File: src/rtl/fetch_sequencer.sv
// Instruction fetch sequencer: reads an opcode plus 0-2 operand bytes from a
// byte-wide memory, presents them to the decoder and waits for completion.
module fetch_sequencer #(
   parameter int                    ADDR_WIDTH = 16,
   parameter int                    REG_WIDTH  = 8,
   parameter logic [ADDR_WIDTH-1:0] RESET_PC   = 16'h0000
) (
   input  logic                  clk,
   input  logic                  reset_n,
   input  logic                  halt,
   output logic [ADDR_WIDTH-1:0] mem_addr,
   output logic                  mem_rd,
   input  logic [REG_WIDTH-1:0]  mem_data,
   input  logic                  mem_valid,
   output logic [REG_WIDTH-1:0]  instruction,
   output logic [ADDR_WIDTH-1:0] operand,
   output logic                  instruction_ready,
   input  logic                  instruction_done,
   input  logic                  pc_load,
   input  logic [ADDR_WIDTH-1:0] pc_load_val,
   output logic [ADDR_WIDTH-1:0] pc,
   output logic                  illegal,
   output logic                  busy
);

   typedef enum logic [3:0] {
      IDLE,
      REQ_OP,
      WAIT_OP,
      REQ_LO,
      WAIT_LO,
      REQ_HI,
      WAIT_HI,
      ISSUE,
      WAIT_DONE
   } state_t;

   localparam logic [ADDR_WIDTH-1:0] PC_INC = {{(ADDR_WIDTH-1){1'b0}}, 1'b1};

   state_t     state;
   state_t     next_state;
   logic [1:0] n_cnt;
   logic       started;

   // Operand byte count from the aaa/bbb/cc fields of the opcode.
   function automatic logic [1:0] op_count(input logic [7:0] op);
      logic [2:0] aaa;
      logic [2:0] bbb;
      logic [1:0] n;
      aaa = op[7:5];
      bbb = op[4:2];
      n   = 2'd0;
      case (op[1:0])
         2'b01: n = (bbb == 3'b011 || bbb == 3'b110 || bbb == 3'b111) ? 2'd2 : 2'd1;
         2'b10: begin
            case (bbb)
               3'b000, 3'b001, 3'b101: n = 2'd1;
               3'b011, 3'b111:         n = 2'd2;
               default:                n = 2'd0;
            endcase
         end
         2'b00: begin
            if (bbb == 3'b000) begin
               if (aaa == 3'b001)
                  n = 2'd2;
               else if (aaa == 3'b000 || aaa == 3'b010 || aaa == 3'b011)
                  n = 2'd0;
               else
                  n = 2'd1;
            end else begin
               case (bbb)
                  3'b001, 3'b100, 3'b101: n = 2'd1;
                  3'b011, 3'b111:         n = 2'd2;
                  default:                n = 2'd0;
               endcase
            end
         end
         default: n = 2'd0;
      endcase
      return n;
   endfunction

   assign mem_rd   = (state == REQ_OP) || (state == REQ_LO) || (state == REQ_HI);
   assign mem_addr = mem_rd ? pc : '0;
   assign busy     = (state != IDLE);

   always_ff @(posedge clk or negedge reset_n) begin
      if (!reset_n)
         state <= IDLE;
      else
         state <= next_state;
   end

   always_comb begin
      next_state = state;
      case (state)
         // Leaving IDLE waits one edge after reset release so the first
         // request is never issued on the release edge itself.
         IDLE:      if (started && !halt) next_state = REQ_OP;
         REQ_OP:    next_state = WAIT_OP;
         WAIT_OP:   if (mem_valid) next_state = (op_count(mem_data[7:0]) == 2'd0) ? ISSUE : REQ_LO;
         REQ_LO:    next_state = WAIT_LO;
         WAIT_LO:   if (mem_valid) next_state = (n_cnt == 2'd2) ? REQ_HI : ISSUE;
         REQ_HI:    next_state = WAIT_HI;
         WAIT_HI:   if (mem_valid) next_state = ISSUE;
         ISSUE:     next_state = WAIT_DONE;
         WAIT_DONE: if (instruction_done) next_state = halt ? IDLE : REQ_OP;
         default:   next_state = IDLE;
      endcase
   end

   always_ff @(posedge clk or negedge reset_n) begin
      if (!reset_n) begin
         pc                <= RESET_PC;
         instruction       <= '0;
         operand           <= '0;
         n_cnt             <= 2'd0;
         illegal           <= 1'b0;
         instruction_ready <= 1'b0;
         started           <= 1'b0;
      end else begin
         started           <= 1'b1;
         illegal           <= 1'b0;
         instruction_ready <= (next_state == WAIT_DONE);
         case (state)
            WAIT_OP: begin
               if (mem_valid) begin
                  instruction <= mem_data;
                  operand     <= '0;
                  n_cnt       <= op_count(mem_data[7:0]);
                  illegal     <= (mem_data[1:0] == 2'b11);
                  pc          <= pc + PC_INC;
               end
            end
            WAIT_LO: begin
               if (mem_valid) begin
                  operand[REG_WIDTH-1:0] <= mem_data;
                  pc                     <= pc + PC_INC;
               end
            end
            WAIT_HI: begin
               if (mem_valid) begin
                  operand[2*REG_WIDTH-1:REG_WIDTH] <= mem_data;
                  pc                               <= pc + PC_INC;
               end
            end
            WAIT_DONE: begin
               if (instruction_done && pc_load)
                  pc <= pc_load_val;
            end
            default: ;
         endcase
      end
   end

endmodule
File: config.mk
export PLATFORM = sky130hd
export DESIGN_NAME = fetch_sequencer
export DESIGN_NICKNAME = d
export VERILOG_FILES = /design/src/rtl/fetch_sequencer.sv
export SDC_FILE = /design/constraint.sdc
export NUM_CORES = 1
export LEC_CHECK = 0
export BUFFER_PORTS_ARGS = -buffer_cell sky130_fd_sc_hd__buf_2
export CORE_ASPECT_RATIO = 0.75
export CORE_MARGIN = 5
export CORE_UTILIZATION = 45
export CTS_BUF_LIST = sky130_fd_sc_hd__clkbuf_8
export CTS_CLUSTER_DIAMETER = 50
export DETAILED_ROUTE_END_ITERATION = 10
export GPL_TIMING_DRIVEN = 0
export PLACE_DENSITY = 0.73
export SYNTH_ARGS = -nofsm -noshare
export SYNTH_HDL_FRONTEND = slang
export SYNTH_SLANG_ARGS = --single-unit
export TNS_END_PERCENT = 100
File: constraint.sdc
create_clock -name clk -period 3.8 [get_ports clk]
set_input_delay 0.19 -clock clk [delete_from_list [all_inputs] [get_ports clk]]
set_output_delay 0.19 -clock clk [all_outputs]
set_load 0.01 [all_outputs]
-- Word level (Yosys, flattened, before mapping)
Cells that the tools add are included.
Widths: inputs -> output; s select.
- register bits: 49
- latch bits: 0
- memory bits (writable): 0
- bits in read-only memories: 0
- input port bits: 30
- output and inout port bits: 60
- word-level logic and storage cells: 91
- memories: 0
- add/sub/neg operators: 1
- multipliers: 0
- div/mod/pow operators: 0
- magnitude comparators: 0
- eq/ne operators: 27
- shift-type cells: 0
- multiplexer cells: 28
- bitwise operators: 0
- reduce and logical (&&, ||, !) cells: 26
- operator list (kind ; count):
    $mux 16 ; 4
    $pmux 4 s9 ; 1
    $pmux 16 s2 ; 1
    $pmux 8 s2 ; 2
    $mux 4 ; 5
    $add 16x1->16 const B ; 1
    $eq 4x3->1 const B ; 4
    $eq 3x3->1 const B ; 4
    $mux 2 ; 6
    $eq 3x2->1 const B ; 3
    $reduce_and 3->1 ; 3
    $reduce_or 3->1 ; 3
    $eq 4x2->1 const B ; 2
    $eq 4x4->1 const B ; 2
    $mux 8 ; 1
    $ne 2x2->1 const B ; 4
    $pmux 2 s2 ; 2
    $eq 2x2->1 const B ; 3
    $eq 3x1->1 const B ; 2
    $logic_not 3->1 ; 2
    $logic_or 1x1->1 ; 6
    $pmux 2 s3 ; 1
    $reduce_bool 2->1 ; 3
    $eq 4x1->1 const B ; 1
    11 further kinds ; 16

-- Logic depth before layout (Yosys ltp)
- depth after elaboration: 14
- mapped depth: 7
- gate-level depth less buffers: 5

-- Worst setup path after synthesis
Ideal clock, no wire load.
- path kind: register to register
- start: register state[1]
- end: register pc[8]
- setup time: 0.127 ns
- arrival: 1.624 ns
- data required time: 3.673 ns
- path slack: 2.049 ns
- stages on the path, launching flop included: 8
- buffers on the path: 3
- period minus slack after synthesis: 1.751 ns
- cell sequence: dfrtp_1 -> buf_6 -> or4b_4 -> buf_6 -> buf_6 -> nor2_2 -> a31oi_1 -> o32a_2
- word-level cells in the longest chain between the ends: 4
- elaborated cells on any way between the ends: 10
- those cells by class: eq/ne: 6; mux: 1; reduce/logical: 3
- RTL lines (element ; line ; source):
    start: declaration ; 40 ; state_t state;
    start signal: assignment ; 91 ; state <= next_state;
    $eq 4x3->1 / $eq 4x2->1 (equally long branches) ; 125 ; case (state)
    $reduce_or 3->1 (no line) ; n/a ;
    $ne 2x1->1 (no line) / $reduce_bool 2->1 (equally long branches) ; n/a ;
    $reduce_and 3->1 (no line) ; n/a ;
    end signal: assignment ; 132 ; pc <= pc + PC_INC;
    end signal: assignment ; 138 ; pc <= pc + PC_INC;
    end signal: assignment ; 144 ; pc <= pc + PC_INC;
    end: declaration ; 21 ; output logic [ADDR_WIDTH-1:0] pc,
Parallel ways exist; a longest one is shown, timed or not.
A chain may end at the register's enable or synchronous reset.

-- Worst setup path after layout
- start: register state[3]
- end: output mem_addr[12]
- word-level cells in the longest chain between the ends: 4
- elaborated cells on any way between the ends: 6
- those cells by class: eq/ne: 3; mux: 1; reduce/logical: 2
- RTL lines (element ; line ; source):
    $eq 4x1->1 / $eq 4x2->1 (equally long branches) ; 83 ; assign mem_rd = (state == REQ_OP) || (state == REQ_LO) || (state == REQ_HI);
    $logic_or 1x1->1 ; 83 ;
    $logic_or 1x1->1 * ; 83 ;
    $mux 16 * ; 84 ; assign mem_addr = mem_rd ? pc : '0;
    end: declaration ; 11 ; output logic [ADDR_WIDTH-1:0] mem_addr,
Every way passes the cells marked *; elsewhere a longest branch is shown, timed or not.

==> results.sh <==
export IMPL_setup_viol_count_final=0
export IMPL_antenna_found_initial=0
export IMPL_synth_fp_nets=310
export IMPL_skew_ns=0.00587
export IMPL_placedInstanceArea_um2=3200
export IMPL_drive_gt1_share_pct=34.6
export IMPL_portBuffers=89
export IMPL_max_vdd_ir_drop_mv=0.377
export IMPL_via_per_inst=5.53
export IMPL_start_util_pct=46.2
export IMPL_drc=0
export IMPL_postCtsHoldBufs=0
export IMPL_htreeDepth=2
export IMPL_p_int_mw=1.46
export IMPL_timing_fmax_mhz=427
export IMPL_fin_area_um2=3340
export IMPL_antenna_left=0
export IMPL_startpoint_type="register"
export IMPL_holdWs_ns=0.0996
export IMPL_vias=2511
export IMPL_path_clk_slew_ns=0.09
export IMPL_min_period_over_period_pct=61.7
export IMPL_syn_avg_cell_area_um2=9.54
export IMPL_cp_end_kind="primary output"
export IMPL_synth_edf_count=0
export IMPL_p_sw_mw=0.994
export IMPL_yosysUniqueCellTypes=58
export IMPL_finalSetupTns_ns=0
export IMPL_cts_num_sinks=49
export IMPL_syn_area_um2=2660
export IMPL_worst_pin_slew_ns=1.11
export IMPL_cts_tree="built"
export IMPL_timing_worst_setup_path_type="reg -> out"
export IMPL_reg2reg_from="state[1]"
export IMPL_min_delay_path_class="in -> async"
export IMPL_wirelength_mm=7.42
export IMPL_synth_largest_area_cell="dfrtp_1"
export IMPL_grt_max_degree=50
export IMPL_grt_use_total_pct=19.3
export IMPL_timing_final_hold_violations=0
export IMPL_cts_path_max_buffers=2
export IMPL_root_buffer="clkbuf_8"
export IMPL_cts_resized=0
export IMPL_r2r_cells=6
export IMPL_post_cts_buffers=0
export IMPL_drt_iter0_drc=171
export IMPL_power_density_nw_per_um2=734
export IMPL_pre_cts_ws_ns=1.74
export IMPL_antenna_cells=0
export IMPL_ys_warn_count=0
export IMPL_nets=406
export IMPL_finalWorstSetupSlack_ns=1.46
export IMPL_coreArea_um2=5770
export IMPL_rsz0062_at_grt="no"
export IMPL_top_level_ports=90
export IMPL_worstPathRequired_ns=3.61
export IMPL_gp_congestion=0.894
export IMPL_synthToLayoutAreaGrowth_pct=25.6
export IMPL_crit_start="state[3]"
export IMPL_die_h_um=76.6
export IMPL_synth_seq_cells=49
export IMPL_pwr_share_seq_pct=36.1
export IMPL_yosys_top_cells_area="dfrtp_1 (46%), nand2_1 (7.3%), and2_1 (4.2%)"
export IMPL_hpwl_mm=5.47
export IMPL_crit_arrival_ns=2.15
export IMPL_ys_flop_type="dfrtp_1"
export IMPL_die_w_um=98.8
export IMPL_cts_made_buffers=5
export IMPL_layout_common_cells="buf_2 (94), nand2_1 (52), dfrtp_1 (49)"
export IMPL_pwr_share_comb_pct=45.6
export IMPL_cp_slowest_cell="a21oi_1"
export IMPL_grt_pass1_wl_mm=12.0
export IMPL_period_minus_slack_ns=2.34
export IMPL_switching_share_pct=40.5
export IMPL_p_clk_share_pct=18.3
export IMPL_instances_no_fill=454
export IMPL_drv_cap=0
export IMPL_async_flop_share_pct=100
export IMPL_path_delay_family="buffers and inverters"
export IMPL_grt_overflow=0
export IMPL_nFillCells=556
export IMPL_r2r_setup_slack_ns=1.83
export IMPL_rows=24
export IMPL_die_area_um2=7570
export IMPL_slowest_delay_ns=0.47
export IMPL_status="finished clean"
export IMPL_clk_latency_ns=0.30
export IMPL_synthCells=279
export IMPL_cp_buffers_inverters=3
export IMPL_p_leak_nw=1.57
export IMPL_ys_seq_area_share_pct=46.1
export IMPL_firstDrtPassIters=4
export IMPL_dp_cells=446
export IMPL_synth_top_area_share_pct=46.1
export IMPL_path_max_fanout=10
export IMPL_worstPathCellList="buf_2 -> nand2b_1 -> a21oi_1 -> clkbuf_1 -> and2_1 -> buf_2"
export IMPL_r2r_end="pc[5]"
export IMPL_fin_util_pct=58.0
export IMPL_final_common_cell="buf_2"
export IMPL_wire_per_inst_um=16.3
export IMPL_grt_pass1_vias=2320
export IMPL_cpMostUsedCell="buf_2"
export IMPL_drv_slew=0
export IMPL_cp_depth=6
export IMPL_power_mw=2.45
export IMPL_max_slew_margin_pct=26.0
export IMPL_endpoint="mem_addr[12]"
[area by class of cell]
type                       count  area [µm²]  area share [%]
multi-input combinational    212        1320            39.6
tap                           78        97.6            2.92
sequential                    49        1230            36.7
inverter                       2        7.51           0.225
clock inverter                 3        68.8            2.06
buffer                        16         104            3.11
timing repair buffer          89         445            13.3
clock buffer                   5        68.8            2.06
[state kept, by name (all words and copies together) (netlist names)]
name and count:
illegal 1, instruction 8, instruction_ready 1, n_cnt 2
operand 16, pc 16, started 1, state 4
[cell usage after synthesis (4+ instances only)]
library cell / count
nand2_1: 52
dfrtp_1: 49
o21ai_0: 20
and2_1: 18
nor2_1: 12
mux2_2: 9
a21oi_1: 8
nand3_1: 8
nor3_1: 7
o22ai_1: 6
a31oi_1: 5
buf_2: 5
buf_6: 5
clkbuf_1: 5
a211oi_1: 4
and3_1: 4
[cell families after synthesis]
kind of cell,synth area share [%]
simple gates,26.4
compound gates,17.2
flops,46.1
buf+inv,4.18
mux,4.94
xor+xnor,0.658
fa+ha+maj,0.470
other cells,0.141
[worst min path at each step]
stage	start	endpoint	slack, ns	depth (start not counted)
6_report	reset_n	pc[1]	0.1	1
5_1_grt	halt	state[0]	0.09	2
4_1_cts	halt	state[0]	0.09	2
3_5_place_dp	halt	state[0]	0.42	2
3_3_place_gp	halt	state[0]	0.39	2
2_1_floorplan	reset_n	illegal	-0.11	0
[layer usage]
metal	GRT usage [%]	part of all wire, %
met5	0	0
met4	3.55	0.59
met3	4.57	7.0
met2	28.4	45
met1	29.0	47
[power groups by stage]
stage	Sequential (mW)	Clock [mW]	Combinational [mW]
after CTS	0.883	0.465	1.13
after detailed placement	0.892	0	1.12
after global placement	0.885	0	1.09
after floorplan	0.945	0	0.643
final	0.885	0.450	1.12
after global routing	0.918	0.493	1.23
(Power assumes the default switching activity.)
